<file path="src/rtl/ex_eof_pkg.sv">
// Shared types and constants for the execute-to-writeback (EX/EOF) retire stage.
package ex_eof_pkg;

    localparam int unsigned FIFO_DEPTH = 4;
    localparam int unsigned PTR_W      = 2;
    localparam int unsigned CNT_W      = 3;

    localparam logic [1:0] MEM_OP_LOAD  = 2'b01;
    localparam logic [1:0] MEM_OP_STORE = 2'b10;

    typedef struct packed {
        logic [31:0] result;
        logic [31:0] wdata;
        logic [4:0]  rd;
        logic        rd_wen;
        logic        is_mem;
        logic [1:0]  mem_op;
    } entry_t;

    typedef enum logic {
        ST_IDLE      = 1'b0,
        ST_WAIT_RESP = 1'b1
    } state_e;

endpackage

</file>
<file path="src/rtl/ex_eof_queue.sv">
// Four-entry in-order result queue: two enqueue lanes, one dequeue from the head.
module ex_eof_queue
    import ex_eof_pkg::*;
(
    input  logic             clock,
    input  logic             reset,
    input  logic             push_0,
    input  entry_t           entry_0,
    input  logic             push_1,
    input  entry_t           entry_1,
    input  logic             pop,
    output entry_t           head,
    output logic [CNT_W-1:0] count
);

    entry_t           mem [FIFO_DEPTH];
    logic [PTR_W-1:0] head_ptr;
    logic [PTR_W-1:0] tail_ptr;
    logic [PTR_W-1:0] tail_next_slot;
    logic [PTR_W-1:0] lane1_slot;
    logic [PTR_W-1:0] push_num;
    logic             pop_ok;

    // Lane 1 lands behind lane 0 when both push; alone it takes the tail slot.
    always_comb begin
        tail_next_slot = tail_ptr + 2'd1;
        lane1_slot     = push_0 ? tail_next_slot : tail_ptr;
        push_num       = {1'b0, push_0} + {1'b0, push_1};
        pop_ok         = pop && (count != '0);
        head           = mem[head_ptr];
    end

    // Entry storage; no reset needed since occupancy gates every read.
    always_ff @(posedge clock) begin
        if (push_0) mem[tail_ptr]   <= entry_0;
        if (push_1) mem[lane1_slot] <= entry_1;
    end

    // Pointers wrap naturally modulo 4; count moves by the net change.
    always_ff @(posedge clock or negedge reset) begin
        if (!reset) begin
            head_ptr <= '0;
            tail_ptr <= '0;
            count    <= '0;
        end else begin
            tail_ptr <= tail_ptr + push_num;
            head_ptr <= head_ptr + {1'b0, pop_ok};
            count    <= count + {1'b0, push_num} - {2'b00, pop_ok};
        end
    end

endmodule

</file>
<file path="src/rtl/ex_eof.sv">
// Retire stage: queues execute results, issues memory ops in order, writes back.
module ex_eof
    import ex_eof_pkg::*;
(
    input  logic        clock,
    input  logic        reset,
    input  logic        io_in_0_valid,
    input  logic [31:0] io_in_0_result,
    input  logic [31:0] io_in_0_wdata,
    input  logic [4:0]  io_in_0_rd,
    input  logic        io_in_0_rdWen,
    input  logic        io_in_0_isMem,
    input  logic [1:0]  io_in_0_memOp,
    input  logic        io_in_1_valid,
    input  logic [31:0] io_in_1_result,
    input  logic [31:0] io_in_1_wdata,
    input  logic [4:0]  io_in_1_rd,
    input  logic        io_in_1_rdWen,
    input  logic        io_in_1_isMem,
    input  logic [1:0]  io_in_1_memOp,
    output logic        io_alu_ready_out_0,
    output logic        io_alu_ready_out_1,
    output logic        io_mem_req_valid,
    input  logic        io_mem_req_ready,
    output logic [31:0] io_mem_req_addr,
    output logic [31:0] io_mem_req_wdata,
    output logic [1:0]  io_mem_req_memOp,
    input  logic        io_mem_resp_valid,
    input  logic [31:0] io_mem_resp_data,
    output logic        io_wb_valid,
    output logic [4:0]  io_wb_rd,
    output logic [31:0] io_wb_data,
    output logic [31:0] io_retire_count
);

    entry_t           entry_0;
    entry_t           entry_1;
    entry_t           head;
    logic [CNT_W-1:0] count;
    logic [CNT_W-1:0] free;
    logic             push_0;
    logic             push_1;
    logic             pop;
    logic             wb_fire;
    logic [31:0]      wb_data_next;
    state_e           state;
    state_e           state_next;

    // Lane packing and readiness from the registered occupancy only.
    always_comb begin
        entry_0            = '{io_in_0_result, io_in_0_wdata, io_in_0_rd,
                               io_in_0_rdWen, io_in_0_isMem, io_in_0_memOp};
        entry_1            = '{io_in_1_result, io_in_1_wdata, io_in_1_rd,
                               io_in_1_rdWen, io_in_1_isMem, io_in_1_memOp};
        free               = CNT_W'(FIFO_DEPTH) - count;
        io_alu_ready_out_0 = (free >= 3'd1);
        io_alu_ready_out_1 = (free >= 3'd2);
        push_0             = io_in_0_valid && io_alu_ready_out_0;
        push_1             = io_in_1_valid && io_alu_ready_out_1;
    end

    ex_eof_queue u_queue (
        .clock   (clock),
        .reset   (reset),
        .push_0  (push_0),
        .entry_0 (entry_0),
        .push_1  (push_1),
        .entry_1 (entry_1),
        .pop     (pop),
        .head    (head),
        .count   (count)
    );

    // FSM state register.
    always_ff @(posedge clock or negedge reset) begin
        if (!reset) state <= ST_IDLE;
        else        state <= state_next;
    end

    // Retire decision: pop/writeback for ALU heads, request/response for memory heads.
    always_comb begin
        state_next       = state;
        pop              = 1'b0;
        wb_fire          = 1'b0;
        wb_data_next     = head.result;
        io_mem_req_valid = 1'b0;
        io_mem_req_addr  = head.result;
        io_mem_req_wdata = head.wdata;
        io_mem_req_memOp = head.mem_op;
        case (state)
            ST_IDLE: begin
                if (count != '0) begin
                    if (!head.is_mem) begin
                        pop     = 1'b1;
                        wb_fire = head.rd_wen && (head.rd != 5'd0);
                    end else begin
                        io_mem_req_valid = 1'b1;
                        if (io_mem_req_ready) state_next = ST_WAIT_RESP;
                    end
                end
            end
            ST_WAIT_RESP: begin
                if (io_mem_resp_valid) begin
                    pop          = 1'b1;
                    wb_fire      = head.rd_wen && (head.rd != 5'd0);
                    wb_data_next = io_mem_resp_data;
                    state_next   = ST_IDLE;
                end
            end
            default: state_next = ST_IDLE;
        endcase
    end

    // Registered writeback port and wrapping retire counter.
    always_ff @(posedge clock or negedge reset) begin
        if (!reset) begin
            io_wb_valid     <= 1'b0;
            io_wb_rd        <= '0;
            io_wb_data      <= '0;
            io_retire_count <= '0;
        end else begin
            io_wb_valid <= wb_fire;
            if (wb_fire) begin
                io_wb_rd   <= head.rd;
                io_wb_data <= wb_data_next;
            end
            if (pop) io_retire_count <= io_retire_count + 32'd1;
        end
    end

endmodule
</file>
<file path="config.mk">
export PLATFORM = sky130hd
export DESIGN_NAME = ex_eof
export DESIGN_NICKNAME = d
export VERILOG_FILES = /design/src/rtl/ex_eof_pkg.sv /design/src/rtl/ex_eof_queue.sv /design/src/rtl/ex_eof.sv
export SDC_FILE = /design/constraint.sdc
export NUM_CORES = 1
export LEC_CHECK = 0
export ABC_CLOCK_PERIOD_IN_PS = 4059
export CAP_MARGIN = 5
export CORE_MARGIN = 4
export CORE_UTILIZATION = 48
export DETAILED_ROUTE_END_ITERATION = 16
export PLACE_DENSITY = 0.74
export SETUP_SLACK_MARGIN = 0.4
export SYNTH_ARGS = -nofsm -noshare
export SYNTH_HDL_FRONTEND = slang
export SYNTH_SLANG_ARGS = --single-unit
</file>
<file path="constraint.sdc">
create_clock -name clock -period 4.06 [get_ports clock]
set_input_delay 0.812 -clock clock [delete_from_list [all_inputs] [get_ports clock]]
set_output_delay 0.812 -clock clock [all_outputs]
set_load 0.02 [all_outputs]
</file>
==> out/results.md <==
### Timing
- min Tclk post-route: 3571 ps
- worst slew margin relative to its limit: 24.26%
- FMAX: 280.0 MHz
- Setup TNS: 0 ps
- Worst-Margin Slew: 1136 ps
- number of max-slew violations in the final report: 0
- share of the clock period used by the worst path: 87.96%
- RSZ-0062 raised after global routing: true
- final-report hold violation count: 0
- count of final setup violators: 0
- Post-Route Skew: 16.55 ps

### CTS
- Post-CTS Repair Setup Buffers: 0
- root buffer selected by CTS: clkbuf_16
- Max H-tree Level: 2
- hold buffer count at cts: 0
- clock sinks: 370
- maximum buffer depth of the clock tree: 3
- TritonCTS Buffers: 42
- Clock Latency Late Sink: 540 ps
- CTS tree: done
- Worst-path clk slew: 60 ps

### Yosys
- leading register cell type out of synthesis: edfxtp_1
- fraction of registers with async set/reset: 21.08%
- #FFs+latches synth: 370
- unique cell type count in the Yosys netlist: 40
- Synth Instances: 1,102
- Mapped Nets: 1,302
- area of the mapped netlist: 18,450 sq um
- count of warnings emitted by yosys: 0
- sequential-to-total area share from yosys stat: 58.10%
- count of flip-flops with a built-in enable after synthesis: 292
- average cell area after synthesis: 16.74 sq um

### Job
- max-cap violations: 0

### Worst setup path
- critical path's largest stage delay: 650 ps
- Data arrival, critical path: 2760 ps
- FF-to-FF setup slack: 730 ps
- kind of end point of the critical path: output port
- type of element launching the critical path: register
- count of cells along the worst register-to-register path: 12
- Crit Path Category: register to output port
- cell-by-cell listing of the critical path: buf_12 -> mux4_2 -> clkdlybuf4s50_1
- start of the worst register-to-register path: u_queue.count[0]
- CP max stage cell: mux4_2
- r2r endpoint: u_queue.count[2]
- data required time at the worst endpoint: 3250 ps
- crit-path max FO: 38

### Layout
- Final Net Count: 1,567
- Area Growth Syn to Fin: 25.82%
- number of diodes: 0
- Post-Layout Inst Area: 23,220 sq um
- fraction of final layout cells with drive strength greater than 1: 37.58%

### Route
- WL/cell: 23.23 um
- Detailed Route WL: 44,320 um
- routed length on met3: 3322 um
- top layer in use: met5
- number of vias per cell after detailed routing: 5.573
- wire length the detailed router placed on met1: 18,570 um
- DRT antenna net count: 0
- remaining routing DRC violations: 0
- routed wl met2: 21,640 um
- number of iterations in the first detailed-routing pass: 5
- via total after detailed routing: 10,630
- DR iter-0 viols: 593

### Pwr
- total power divided by cell area: 850.8 nW/um^2
- power share of the combinational group: 48.2%
- internal power summed over all cells: 12,890 uW
- peak supply drop: 492.5 uV
- fraction of power spent switching nets: 34.73%
- clock power share: 18.0%
- cell leakage power: 0.008073 uW
- share of power burned in registers: 33.9%
- switching power: 6860 uW

### GRT
- maximum number of pins on one net before global-route repair: 79
- global-route usage over all layers: 20.83%
- wire length of the first global-routing pass: 67,340 um
- number of antenna violations at the first check in global routing: 3
- total congestion overflow: 0
- via count of the first global-routing pass: 11,250

### Min path
- worst min-delay path class: input pin to async pin

### Placement
- hpwl dp: 28,280 um
- final weighted congestion of routability-driven global placement: 0.7893
- placement-stage cell area: 21,920 sq um
- input/output buffers: 322

### Die
- cell row count: 71
- Initial Utilization: 48.87%
- die boundary height: 204.1 um
- number of placed I/O pins: 323
- Die Outline Area: 41,640 sq um
- chip width: 204.1 um
- Core ar.: 37,760 sq um

### Status
- status: completed

## synth_stat cells (4+ instances only)
cell type	count	area, sq um
nor2_1	4	15.01
ha_1	15	187.7
buf_1	14	52.55
xnor2_1	10	87.58
nor3_1	11	55.05
and2_1	5	31.28
nand4_1	11	68.82
and4_1	4	35.03
dfrtp_1	78	1952
buf_2	31	155.2
xor2_1	26	227.7
mux2_4	14	210.2
buf_4	66	495.5
nand2_1	19	71.32
o2bb2ai_1	5	43.79
nand3_1	10	50.05
inv_1	18	67.56
clkbuf_1	14	52.55
nor4_1	11	68.82
buf_6	4	45.04
edfxtp_1	292	8768
mux4_2	73	1644
mux2_2	342	3851
## final cells by class
cell class	count	area, sq um
Fill cell	2792	14540
Clock buffer	62	1200
Inverter	18	67.56
Tap cell	511	639.4
Sequential cell	370	10730
Multi-Input combinational cell	585	6952
Clock inverter	12	77.57
Timing Repair Buffer	350	3553
## per-stage QoR
| step | total power (uW) | utilization (%) | hold WS [ps] | std cells | setup slack [ps] |
|---|---|---|---|---|---|
| final | 19750 | 61.49 | 458.0 | 1908 | 489.0 |
| after global routing | 20700 | 61.49 | 506.3 | 1908 | 363.1 |
| after CTS | 19970 | 61.46 | 468.3 | 1908 | 418.0 |
| after detailed placement | 16350 | 58.06 | 458.1 | 1834 | 740.0 |
| after global placement | 16210 | 58.06 | 460.7 | 1834 | 814.8 |
| after floorplan | 13280 | - | 501.1 | 1102 | 473.3 |
## worst max-delay path, delay by kind of cell (launching register included)
family	cells	cell delay (ps)
multiplexers	1	650
buffers and inverters	2	930
flip-flops	1	580
## flip-flops by register name, indices dropped and copies added, names as in the netlist
| signal | count |
|---|---|
| io_retire_count | 32 |
| u_queue.count | 3 |
| u_queue.head_ptr | 2 |
| io_wb_valid | 1 |
| io_wb_rd | 5 |
| state | 1 |
| io_wb_data | 32 |
| u_queue.mem | 292 |
| u_queue.tail_ptr | 2 |
## power groups by stage
| stage | Clock [uW] | Sequential, uW | Combinational (uW) |
|---|---|---|---|
| floorplan | 0 | 6860 | 6420 |
| global placement | 0 | 6710 | 9500 |
| detailed placement | 0 | 6760 | 9590 |
| CTS | 3620 | 6710 | 9640 |
| global route | 3780 | 6840 | 10100 |
| finish | 3550 | 6690 | 9520 |
## cells by family after synthesis
| logic type | after synthesis | synth area share [%] |
|---|---|---|
| AOI/OAI and AO/OA | 19 | 0.8543 |
| DFF | 370 | 58.10 |
| and+or+nand+nor | 85 | 2.590 |
| buffers and inverters | 147 | 4.706 |
| adders and majority gates | 16 | 1.126 |
| muxes | 429 | 30.92 |
| xor gates and xnor gates | 36 | 1.709 |
## worst max path at each step
stage / from / endpoint
2_1_floorplan: u_queue.count[0] / u_queue.mem[0][0]
3_3_place_gp: io_in_0_valid / u_queue.count[2]
3_5_place_dp: u_queue.count[0] / u_queue.mem[0][33]
4_1_cts: u_queue.count[0] / io_alu_ready_out_0
5_1_grt: u_queue.head_ptr[0] / io_mem_req_wdata[18]
6_report: u_queue.head_ptr[0] / io_mem_req_addr[0]
## routing by layer
metal	track usage, %	vias to the layer above
met5	0	-
met1	27.73	5465
met2	34.97	319
met4	4.379	6
li1	-	4784
met3	5.459	60
## cell usage in the layout, fill, tap and decap left out, drive strengths merged, types with 15 or more instances in the layout
master and n:
buf 28, clkbuf 63, mux2 356, nand2 19, dfrtp 78, xor2 26, inv 18, ha 15
mux4 73, edfxtp 292, clkdlybuf4s50 321
## what timing repair did
item                                    CTS  global route
resized for setup                         2             2
endpoints found under the setup margin   28            18
endpoints found under the hold margin     0             0
Note: power is estimated with default switching activity, not from simulation.
